`src/rtl/seg7_pkg.sv`:
```
// Shared constants for the 8-digit seven-segment display controller:
// source indices, default timing parameters and the hex-to-segment table.
package seg7_pkg;

    localparam int unsigned DEF_SCAN_DIV   = 50000;
    localparam int unsigned DEF_DEB_CYCLES = 1000000;

    localparam logic [2:0] SRC_DISP = 3'd0;
    localparam logic [2:0] SRC_J    = 3'd1;
    localparam logic [2:0] SRC_R    = 3'd2;
    localparam logic [2:0] SRC_I    = 3'd3;
    localparam logic [2:0] SRC_TC   = 3'd4;

    // Active-low {g,f,e,d,c,b,a}; entry 15 first so SEG_TABLE[n] decodes nibble n.
    localparam logic [15:0][6:0] SEG_TABLE = {
        7'h0E, 7'h06, 7'h21, 7'h46, 7'h03, 7'h08, 7'h10, 7'h00,
        7'h78, 7'h02, 7'h12, 7'h19, 7'h30, 7'h24, 7'h79, 7'h40
    };

    function automatic logic [6:0] segDecode(input logic [3:0] nibble);
        return SEG_TABLE[nibble];
    endfunction

endpackage

```
`src/rtl/seg7_debouncer.sv`:
```
// Button conditioning: 2-flop synchronizer, stable-count debounce and a
// registered one-cycle pulse on each accepted rising level.
module seg7_debouncer
    import seg7_pkg::*;
#(
    parameter int unsigned DEB_CYCLES = DEF_DEB_CYCLES
) (
    input  logic clk,
    input  logic reset,
    input  logic btnRaw,
    output logic press
);

    localparam int unsigned CNT_W = (DEB_CYCLES > 1) ? $clog2(DEB_CYCLES) : 1;

    logic             sync1;
    logic             sync2;
    logic             level;
    logic [CNT_W-1:0] count;
    logic             accept;

    assign accept = (sync2 != level) && (count == CNT_W'(DEB_CYCLES - 1));

    always_ff @(posedge clk or negedge reset) begin
        if (!reset) begin
            sync1 <= 1'b0;
            sync2 <= 1'b0;
            level <= 1'b0;
            count <= '0;
            press <= 1'b0;
        end else begin
            sync1 <= btnRaw;
            sync2 <= sync1;
            press <= accept && sync2;
            if (sync2 == level) begin
                count <= '0;
            end else if (accept) begin
                level <= sync2;
                count <= '0;
            end else begin
                count <= count + 1'b1;
            end
        end
    end

endmodule

```
`src/rtl/seg7_display_ctrl.sv`:
```
// Scans one of five 32-bit sources across eight multiplexed hex digits,
// with a debounced button cycling the selected source.
module seg7_display_ctrl
    import seg7_pkg::*;
#(
    parameter int unsigned SCAN_DIV   = DEF_SCAN_DIV,
    parameter int unsigned DEB_CYCLES = DEF_DEB_CYCLES
) (
    input  logic        clk,
    input  logic        reset,
    input  logic [31:0] disp,
    input  logic [31:0] statJ,
    input  logic [31:0] statR,
    input  logic [31:0] statI,
    input  logic [31:0] statTC,
    input  logic        btn_sel,
    output logic [7:0]  an,
    output logic [7:0]  seg,
    output logic [2:0]  src
);

    localparam int unsigned PRE_W = (SCAN_DIV > 1) ? $clog2(SCAN_DIV) : 1;

    logic             press;
    logic [PRE_W-1:0] prescaler;
    logic [2:0]       index;
    logic [31:0]      snapshot;
    logic [2:0]       snapSrc;
    logic [31:0]      selData;
    logic [31:0]      shownData;
    logic [2:0]       shownSrc;
    logic [3:0]       curNib;
    logic             frameStart;
    logic             dpN;

    seg7_debouncer #(
        .DEB_CYCLES(DEB_CYCLES)
    ) u_debouncer (
        .clk   (clk),
        .reset (reset),
        .btnRaw(btn_sel),
        .press (press)
    );

    always_comb begin
        selData = disp;
        case (src)
            SRC_J:   selData = statJ;
            SRC_R:   selData = statR;
            SRC_I:   selData = statI;
            SRC_TC:  selData = statTC;
            default: selData = disp;
        endcase
    end

    assign frameStart = (prescaler == '0) && (index == '0);

    // Bypass the snapshot on frame start so digit 0 shows the fresh value at once.
    assign shownData = frameStart ? selData : snapshot;
    assign shownSrc  = frameStart ? src : snapSrc;
    assign curNib    = shownData[{index, 2'b00} +: 4];
    assign dpN       = !((index == 3'd0) && (shownSrc != SRC_DISP));

    always_ff @(posedge clk or negedge reset) begin
        if (!reset) begin
            prescaler <= '0;
            index     <= '0;
            snapshot  <= '0;
            snapSrc   <= SRC_DISP;
            src       <= SRC_DISP;
            an        <= 8'hFF;
            seg       <= 8'hFF;
        end else begin
            if (press) begin
                src <= (src == SRC_TC) ? SRC_DISP : src + 3'd1;
            end
            if (prescaler == PRE_W'(SCAN_DIV - 1)) begin
                prescaler <= '0;
                index     <= index + 3'd1;
            end else begin
                prescaler <= prescaler + 1'b1;
            end
            if (frameStart) begin
                snapshot <= selData;
                snapSrc  <= src;
            end
            an  <= ~(8'd1 << index);
            seg <= {dpN, segDecode(curNib)};
        end
    end

endmodule

```
`config.mk`:
```
export PLATFORM = sky130hd
export DESIGN_NAME = seg7_display_ctrl
export DESIGN_NICKNAME = d
export VERILOG_FILES = /design/src/rtl/seg7_pkg.sv /design/src/rtl/seg7_debouncer.sv /design/src/rtl/seg7_display_ctrl.sv
export SDC_FILE = /design/constraint.sdc
export NUM_CORES = 1
export LEC_CHECK = 0
export ABC_AREA = 1
export CORE_MARGIN = 2
export CORE_UTILIZATION = 50
export DETAILED_ROUTE_END_ITERATION = 10
export MAX_ROUTING_LAYER = met4
export PLACE_DENSITY = 0.88
export SYNTH_ARGS = -nofsm -noshare
export SYNTH_HDL_FRONTEND = slang
export SYNTH_HIERARCHICAL = 1
export SYNTH_SLANG_ARGS = --single-unit
```
`constraint.sdc`:
```
create_clock -name clk -period 6.8 [get_ports clk]
set_input_delay 1.02 -clock clk [delete_from_list [all_inputs] [get_ports clk]]
set_output_delay 1.02 -clock clk [all_outputs]
set_load 0.02 [all_outputs]
```
==> flow_summary_export.csv, run 1 <==
group,metric,value,unit
yosys,synth_top_family_by_area,"simple AND/OR/NAND/NOR gates",
pwr,total_leakage_power,0.00411,uW
cells_and_area,final_nets,1274,
worst_setup_path,critPathLaunchType,"register",
pwr,powerDensity,153,nW/um^2
route,wire_per_inst,15.4,um
clock_network,root_buffer,"clkbuf_16",
pwr,peakVddDrop,120,uV
yosys,synth_edf_count,0,
cells_and_area,antenna_cells,0,
worst_setup_path,crit_family,"adder cells",
die,core-area,12600,um^2
yosys,synthMuxAreaShare,0,%
clock_network,clk_latency,0.34,ns
cells_and_area,utilization,68.0,%
worst_setup_path,crit_chain,"inv_1 > ha_1 > nand2_1 > nand2_1 > o21ai_0 > nand2_1 > nand2_1 > nand3_1 > nand3_1 > nand3_1 > nand2_1 > ha_1 > nand3_1 > nand3_1 > nand2_1",
global_route,grt_pass1_vias,6781,
global_route,top_usage_layer,"met2",
die,pin_count,182,
clock_network,clock-sinks,97,
sta,maxSlewViolCount,0,
route,ant_nets,0,
sta,slew_headroom,21.0,%
die,die_x,117,um
yosys,synth_common_cells,"nand2_1, nand3_1, dfrtp_1",
yosys,yosys_warnings,13,
yosys,synthArstFlopShare,100,%
route,drc,0,
worst_setup_path,path_buf_inv,1,
global_route,grtUsageTotal,29.6,%
yosys,syn-num-nets,1118,
yosys,synth_cell_types,38,
yosys,syn_area_per_cell,6.86,um^2
min_path,hold_path_class,"register to register",
yosys,synth_largest_area_cell,"dfrtp_1",
run_status,status,"completed",
cells_and_area,instances_no_fill,1268,
sta,finalSetupViolCount,0,
global_route,met2_usage,51.2,%
sta,hold_violations,0,
yosys,synth_xor_area_share,1.64,%
cells_and_area,stdcell_area,8550,um^2
sta,fin_crit,4.44,ns
global_route,grt_max_degree,58,
clock_network,cts_setup_buffers,0,
sta,final.setup.tns,0,ns
die,start_util,51.1,%
yosys,synth-seq-area-share,38.1,%
clock_network,cts_buffer_depth,2,
place,dpl_cell_area,8220,um^2
clock_network,cts_hold_buf,0,
yosys,synth_compound_area_share,4.48,%
clock_network,tritoncts,"built",
yosys,synth_top_area_share,31.6,%
worst_setup_path,slowest_delay,1.10,ns
sta,setup_slack,2.36,ns
route,vias_per_cell,5.44,
cells_and_area,drive_gt1_share,6.84,%
die,row_count,41,
flow_run,max_cap_violations,0,
route,first_iter_violations,546,
worst_setup_path,critPathCaptureType,"register",
place,pre_cts_slack,2.53,ns
worst_setup_path,worstPathArrival,4.72,ns
sta,rsz0062_at_grt,"false",
worst_setup_path,cpMostUsedCell,"nand2_1",
clock_network,cts.clk_slew.worst_paths,0.06,ns
sta,finalCritPeriodShare,65.3,%
global_route,grt_overflow,0,
clock_network,cts_max_level,3,
yosys,synth-seq-cells,97,
route,dr.pass1.iters,5,
worst_setup_path,critPathRequiredTime,7.08,ns
place,dpl.hpwl,14800,um
route,routed_wl,19600,um
yosys,synth.most_common_cell,"nand2_1",
yosys,yosys.area_share.adder,3.90,%
yosys,synthFlopType,"dfrtp_1",
worst_setup_path,cp_slowest_cell,"ha_1",
yosys,synthSimpleGateAreaFrac,44.2,%
die,fp.dieH,117,um
clock_network,cts_buffers,9,
global_route,antenna_found_initial,0,
place,post-place-cells,1252,
sta,worstMarginPinSlew,1.18,ns
worst_setup_path,crit_fanout,41,
route,vias,6898,
yosys,synth_area_leaders,"dfrtp_1, nand2_1, nand3_1",
cells_and_area,nFillCells,1038,
worst_setup_path,path_class,"register to register",
global_route,grt_pass1_wl,32300,um
global_route,use_met3,5.89,%
clock_network,cts_resized,0,
yosys,syn_area,6420,um^2
cells_and_area,syn_to_final_growth,33.2,%
place,gp_congestion,0.951,
place,io_buffers,181,
global_route,grt_use_met1,33.8,%
sta,skew,0.00488,ns
sta,fmax,225,MHz
die,dieArea,13800,um^2
yosys,synth_cells,935,
-- per-stage QoR --
stage / total power (uW) / hold slack [ns]
detailed placement: 780 / 0.346
CTS: 1320 / 0.361
global route: 1350 / 0.368
global placement: 778 / 0.334
floorplan: 656 / 0.331
finish: 1310 / 0.357
-- registers in the layout (all words and copies together), names as in the netlist, 3 cells and up --
register           count
index                  3
snapSrc                3
snapshot              32
seg                    8
src                    3
prescaler             16
u_debouncer/count     20
an                     8
-- cell families (layout without fill, tap and decap cells) --
group,after synthesis,count (layout)
AND/OR/NAND/NOR,646,646
buffers and inverters,106,267
flip-flops,97,97
AO/OA/AOI/OAI,54,54
adder cells (fa/ha/maj),20,20
XOR/XNOR,12,12
-- cell usage in the layout (no fill, tap or decap), types with 12 or more instances in the layout --
cell type and count:
dfrtp_1 81, inv_1 59, o21ai_0 35, nand4_1 16, ha_1 20, clkbuf_16 12
nor2_1 53, clkdlybuf4s50_1 180, nand2_1 390, dfstp_2 16, nand3_1 144
-- power by group --
group	internal, uW	switching, uW
Clock	325	211
Combinational	106	65.4
Sequential	595	4.87
Total	1030	281
-- final timing paths --
kind                       slack (ns)  cells after the start                         from                          end
setup / recovery                 2.36                     15           src[2]$_DFFE_PN0P_             seg[3]$_DFF_PN1_
hold / removal                   0.36                      0  u_debouncer/sync1$_DFF_PN0_  u_debouncer/sync2$_DFF_PN0_
setup reg to reg                 2.36                     15           src[2]$_DFFE_PN0P_             seg[3]$_DFF_PN1_
hold reg to reg                  0.36                      0  u_debouncer/sync1$_DFF_PN0_  u_debouncer/sync2$_DFF_PN0_
max in group asynchronous        5.05                      2                        reset  u_debouncer/sync2$_DFF_PN0_
min in group asynchronous        0.66                      1                        reset       prescaler[8]$_DFF_PN0_
-- metal layers --
metal | share of wire (%) | vias to the layer above
met5 | 0 | -
met4 | 3.4 | 0
met3 | 6.8 | 60
met2 | 50 | 282
met1 | 40 | 3242
li1 | - | 3314
-- area by class of cell --
cell class | instances | area [um^2] | area share (%)
Inverter | 68 | 255 | 2.99
Clock inverter | 2 | 11.3 | 0.132
Multi-Input combinational cell | 732 | 3480 | 40.7
Clock buffer | 14 | 318 | 3.72
Tap cell | 172 | 215 | 2.52
Timing Repair Buffer | 183 | 1820 | 21.3
Sequential cell | 97 | 2450 | 28.6
Note: power is estimated with default switching activity, not from simulation.
==> run 2, diff against run 1 <==
--- a/config.mk
+++ b/config.mk
@@ -7,10 +7,10 @@
 export LEC_CHECK = 0
 export ABC_AREA = 1
 export CORE_MARGIN = 2
-export CORE_UTILIZATION = 50
+export CORE_UTILIZATION = 44
 export DETAILED_ROUTE_END_ITERATION = 10
 export MAX_ROUTING_LAYER = met4
-export PLACE_DENSITY = 0.88
+export PLACE_DENSITY = 0.83
 export SYNTH_ARGS = -nofsm -noshare
 export SYNTH_HDL_FRONTEND = slang
 export SYNTH_HIERARCHICAL = 1
==> constraint.sdc (replaced) <==
create_clock -name clk -period 3.7 [get_ports clk]
set_input_delay 0.555 -clock clk [delete_from_list [all_inputs] [get_ports clk]]
set_output_delay 0.555 -clock clk [all_outputs]
set_load 0.02 [all_outputs]
==> run 2 against run 1 <==
  * Combinational power rose by 86%
  * Via count is 2.3% lower
  * Clock-buffer cell count decreased by 4
  * Routed wire length up 1.9%
  * Final area up 1.7%
  * Sequential cell count stayed put
  * Critical path depth up 2
  * Die area up 13%
  * Power grew 90%
  * Critical endpoint unchanged
==> flow_summary_export.csv, run 2 (synthesis gave the netlist of run 1 again) <==
group,metric,value,unit
run_status,status,"completed",
pwr,p_sw_share,21.3,%
cells_and_area,utilization,60.5,%
cells_and_area,largest_register_ffs,32,
worst_setup_path,reg2regPathDepth,17,
worst_setup_path,critPathRequiredTime,3.99,ns
clock_network,cts_max_level,3,
cells_and_area,top_regs,"snapshot: 32 flops, u_debouncer/count: 20 flops, prescaler: 16 flops",
sta,fmax,303,MHz
sta,skew,0.00762,ns
worst_setup_path,critPathCapture,"seg[3]$_DFF_PN1_",
clock_network,root_buffer,"clkbuf_16",
global_route,grt_overflow,0,
clock_network,cts.clk_slew.worst_paths,0.07,ns
sta,slew_headroom,42.8,%
cells_and_area,top_register,"snapshot",
clock_network,tritoncts,"built",
cells_and_area,instances_no_fill,1295,
pwr,peakVddDrop,235,uV
sta,final.setup.tns,0,ns
clock_network,clock-sinks,97,
route,drc,0,
min_path,hold_path_class,"primary input to async pin",
sta,hold_violations,0,
worst_setup_path,worstPathArrival,3.59,ns
die,fp.dieH,125,um
cells_and_area,syn_to_final_growth,35.5,%
global_route,antenna_found_initial,0,
cells_and_area,final_nets,1289,
route,ant_nets,0,
worst_setup_path,timing.rr.start,"index[1]$_DFFE_PN0N_",
global_route,grt_pass1_wl,32900,um
cells_and_area,final_cell_mix,"nand2_1, clkdlybuf4s50_1, nand3_1, dfrtp_1, inv_1",
cells_and_area,final_common_cell,"nand2_1",
die,dieArea,15600,um^2
die,core-area,14400,um^2
pwr,p_sw,530,uW
clock_network,cts_setup_buffers,0,
flow_run,max_cap_violations,0,
global_route,grt_max_degree,41,
cells_and_area,drive_gt1_share,8.19,%
die,start_util,44.7,%
global_route,grt_pass1_vias,6650,
pwr,intPower,1950,uW
pwr,pwr-share-comb,12.8,%
route,vias_per_cell,5.20,
cells_and_area,antenna_cells,0,
route,vias,6737,
route,dr.pass1.iters,5,
worst_setup_path,r2r_end,"seg[3]$_DFF_PN1_",
global_route,grtUsageTotal,26.6,%
pwr,total_leakage_power,0.00418,uW
sta,finalCritPeriodShare,89.3,%
worst_setup_path,critPathLaunch,"index[1]$_DFFE_PN0N_",
worst_setup_path,critPathLaunchType,"register",
die,pin_count,182,
pwr,powerDensity,286,nW/um^2
worst_setup_path,path_class,"register to register",
place,dpl.hpwl,15100,um
route,routed_wl,19900,um
clock_network,cts_buffer_depth,2,
worst_setup_path,critPathCaptureType,"register",
pwr,p_seq_share,44.4,%
place,gp_congestion,0.935,
sta,finalSetupViolCount,0,
die,die_x,125,um
route,first_iter_violations,466,
sta,rsz0062_at_grt,"false",
place,post-place-cells,1278,
worst_setup_path,crit_fanout,13,
worst_setup_path,r2r_slack,0.40,ns
place,io_buffers,181,
clock_network,clk_latency,0.34,ns
sta,maxSlewViolCount,0,
pwr,clock_power_share,42.8,%
route,wire_per_inst,15.4,um
clock_network,cts_buffers,9,
sta,worstMarginPinSlew,0.850,ns
sta,fin_crit,3.30,ns
die,row_count,44,
## run 2: cell types whose count changed in the layout (fill, tap and decap cells not counted)
cell,delta
clkinv_2,-1
clkinvlp_4,+2
nor2_2,+1
clkinv_1,-1
buf_4,+14
clkbuf_8,-1
clkbuf_16,-3
inv_4,-1
bufinv_16,+3
inv_6,+2
## run 2: worst min path at each step
| stage | startpoint | endpoint | cells after the start |
|---|---|---|---|
| 5_1_grt | reset | prescaler[13]$_DFF_PN0_ | 1 |
| 3_5_place_dp | u_debouncer/sync1$_DFF_PN0_ | u_debouncer/sync2$_DFF_PN0_ | 0 |
| 2_1_floorplan | reset | index[0]$_DFFE_PN0N_ | 0 |
| 4_1_cts | reset | index[2]$_DFFE_PN0N_ | 1 |
| 6_report | reset | snapshot[15]$_DFF_PN0_ | 1 |
| 3_3_place_gp | u_debouncer/sync1$_DFF_PN0_ | u_debouncer/sync2$_DFF_PN0_ | 0 |
## run 2: final cells by class
class,instances,area [um^2]
Clock inverter,6,115
Inverter,68,259
Sequential cell,97,2450
Tap cell,184,230
Timing Repair Buffer,197,1930
Multi-Input combinational cell,733,3490
Fill cell,1270,5670
Clock buffer,10,229
## run 2: worst max-delay path: stages, from the launching register on
cell	delay [ns]
dfrtp_1	0.57
clkinvlp_4	0.29
ha_1	0.26
nand2_2	0.10
nor2_2	0.15
nand3_1	0.21
nor2_4	0.38
nand2_1	0.13
nand3_1	0.09
nand3_1	0.09
nand3_1	0.10
nand2_1	0.17
inv_1	0.17
ha_1	0.18
nand3_1	0.12
nand2_1	0.10
nand2_1	0.05
nand2_1	0.06
## run 2: layer usage
metal	GRT usage, %	up-vias	wire length (um)
li1	-	3329	-
met1	31.8	3089	8230
met2	45.5	267	9810
met3	4.64	52	1190
met4	9.32	0	708
met5	-	-	0
## run 2: timing repair
action                     4_1_cts  5_1_grt
setup endpoints to repair        0        3
resized for setup                0        1
hold buffers                     0        0
## run 2: through the flow
stage                     worst slack (ns)  total power, uW  instance area, um^2  hold slack, ns
after floorplan                      0.985             1210                 6420           0.259
after global placement               0.542             1430                 8340           0.333
after detailed placement             0.434             1440                 8340           0.336
after CTS                            0.373             2500                 8690           0.151
after global routing                0.0348             2570                 8700           0.180
final                                0.397             2480                 8700           0.146
## run 2: power groups by stage
stage	clock (uW)	combinational [uW]	sequential [uW]
after detailed placement	0	315	1120
after global routing	1120	346	1100
after global placement	0	315	1120
final	1060	318	1100
after floorplan	0	77.1	1130
after CTS	1080	319	1100
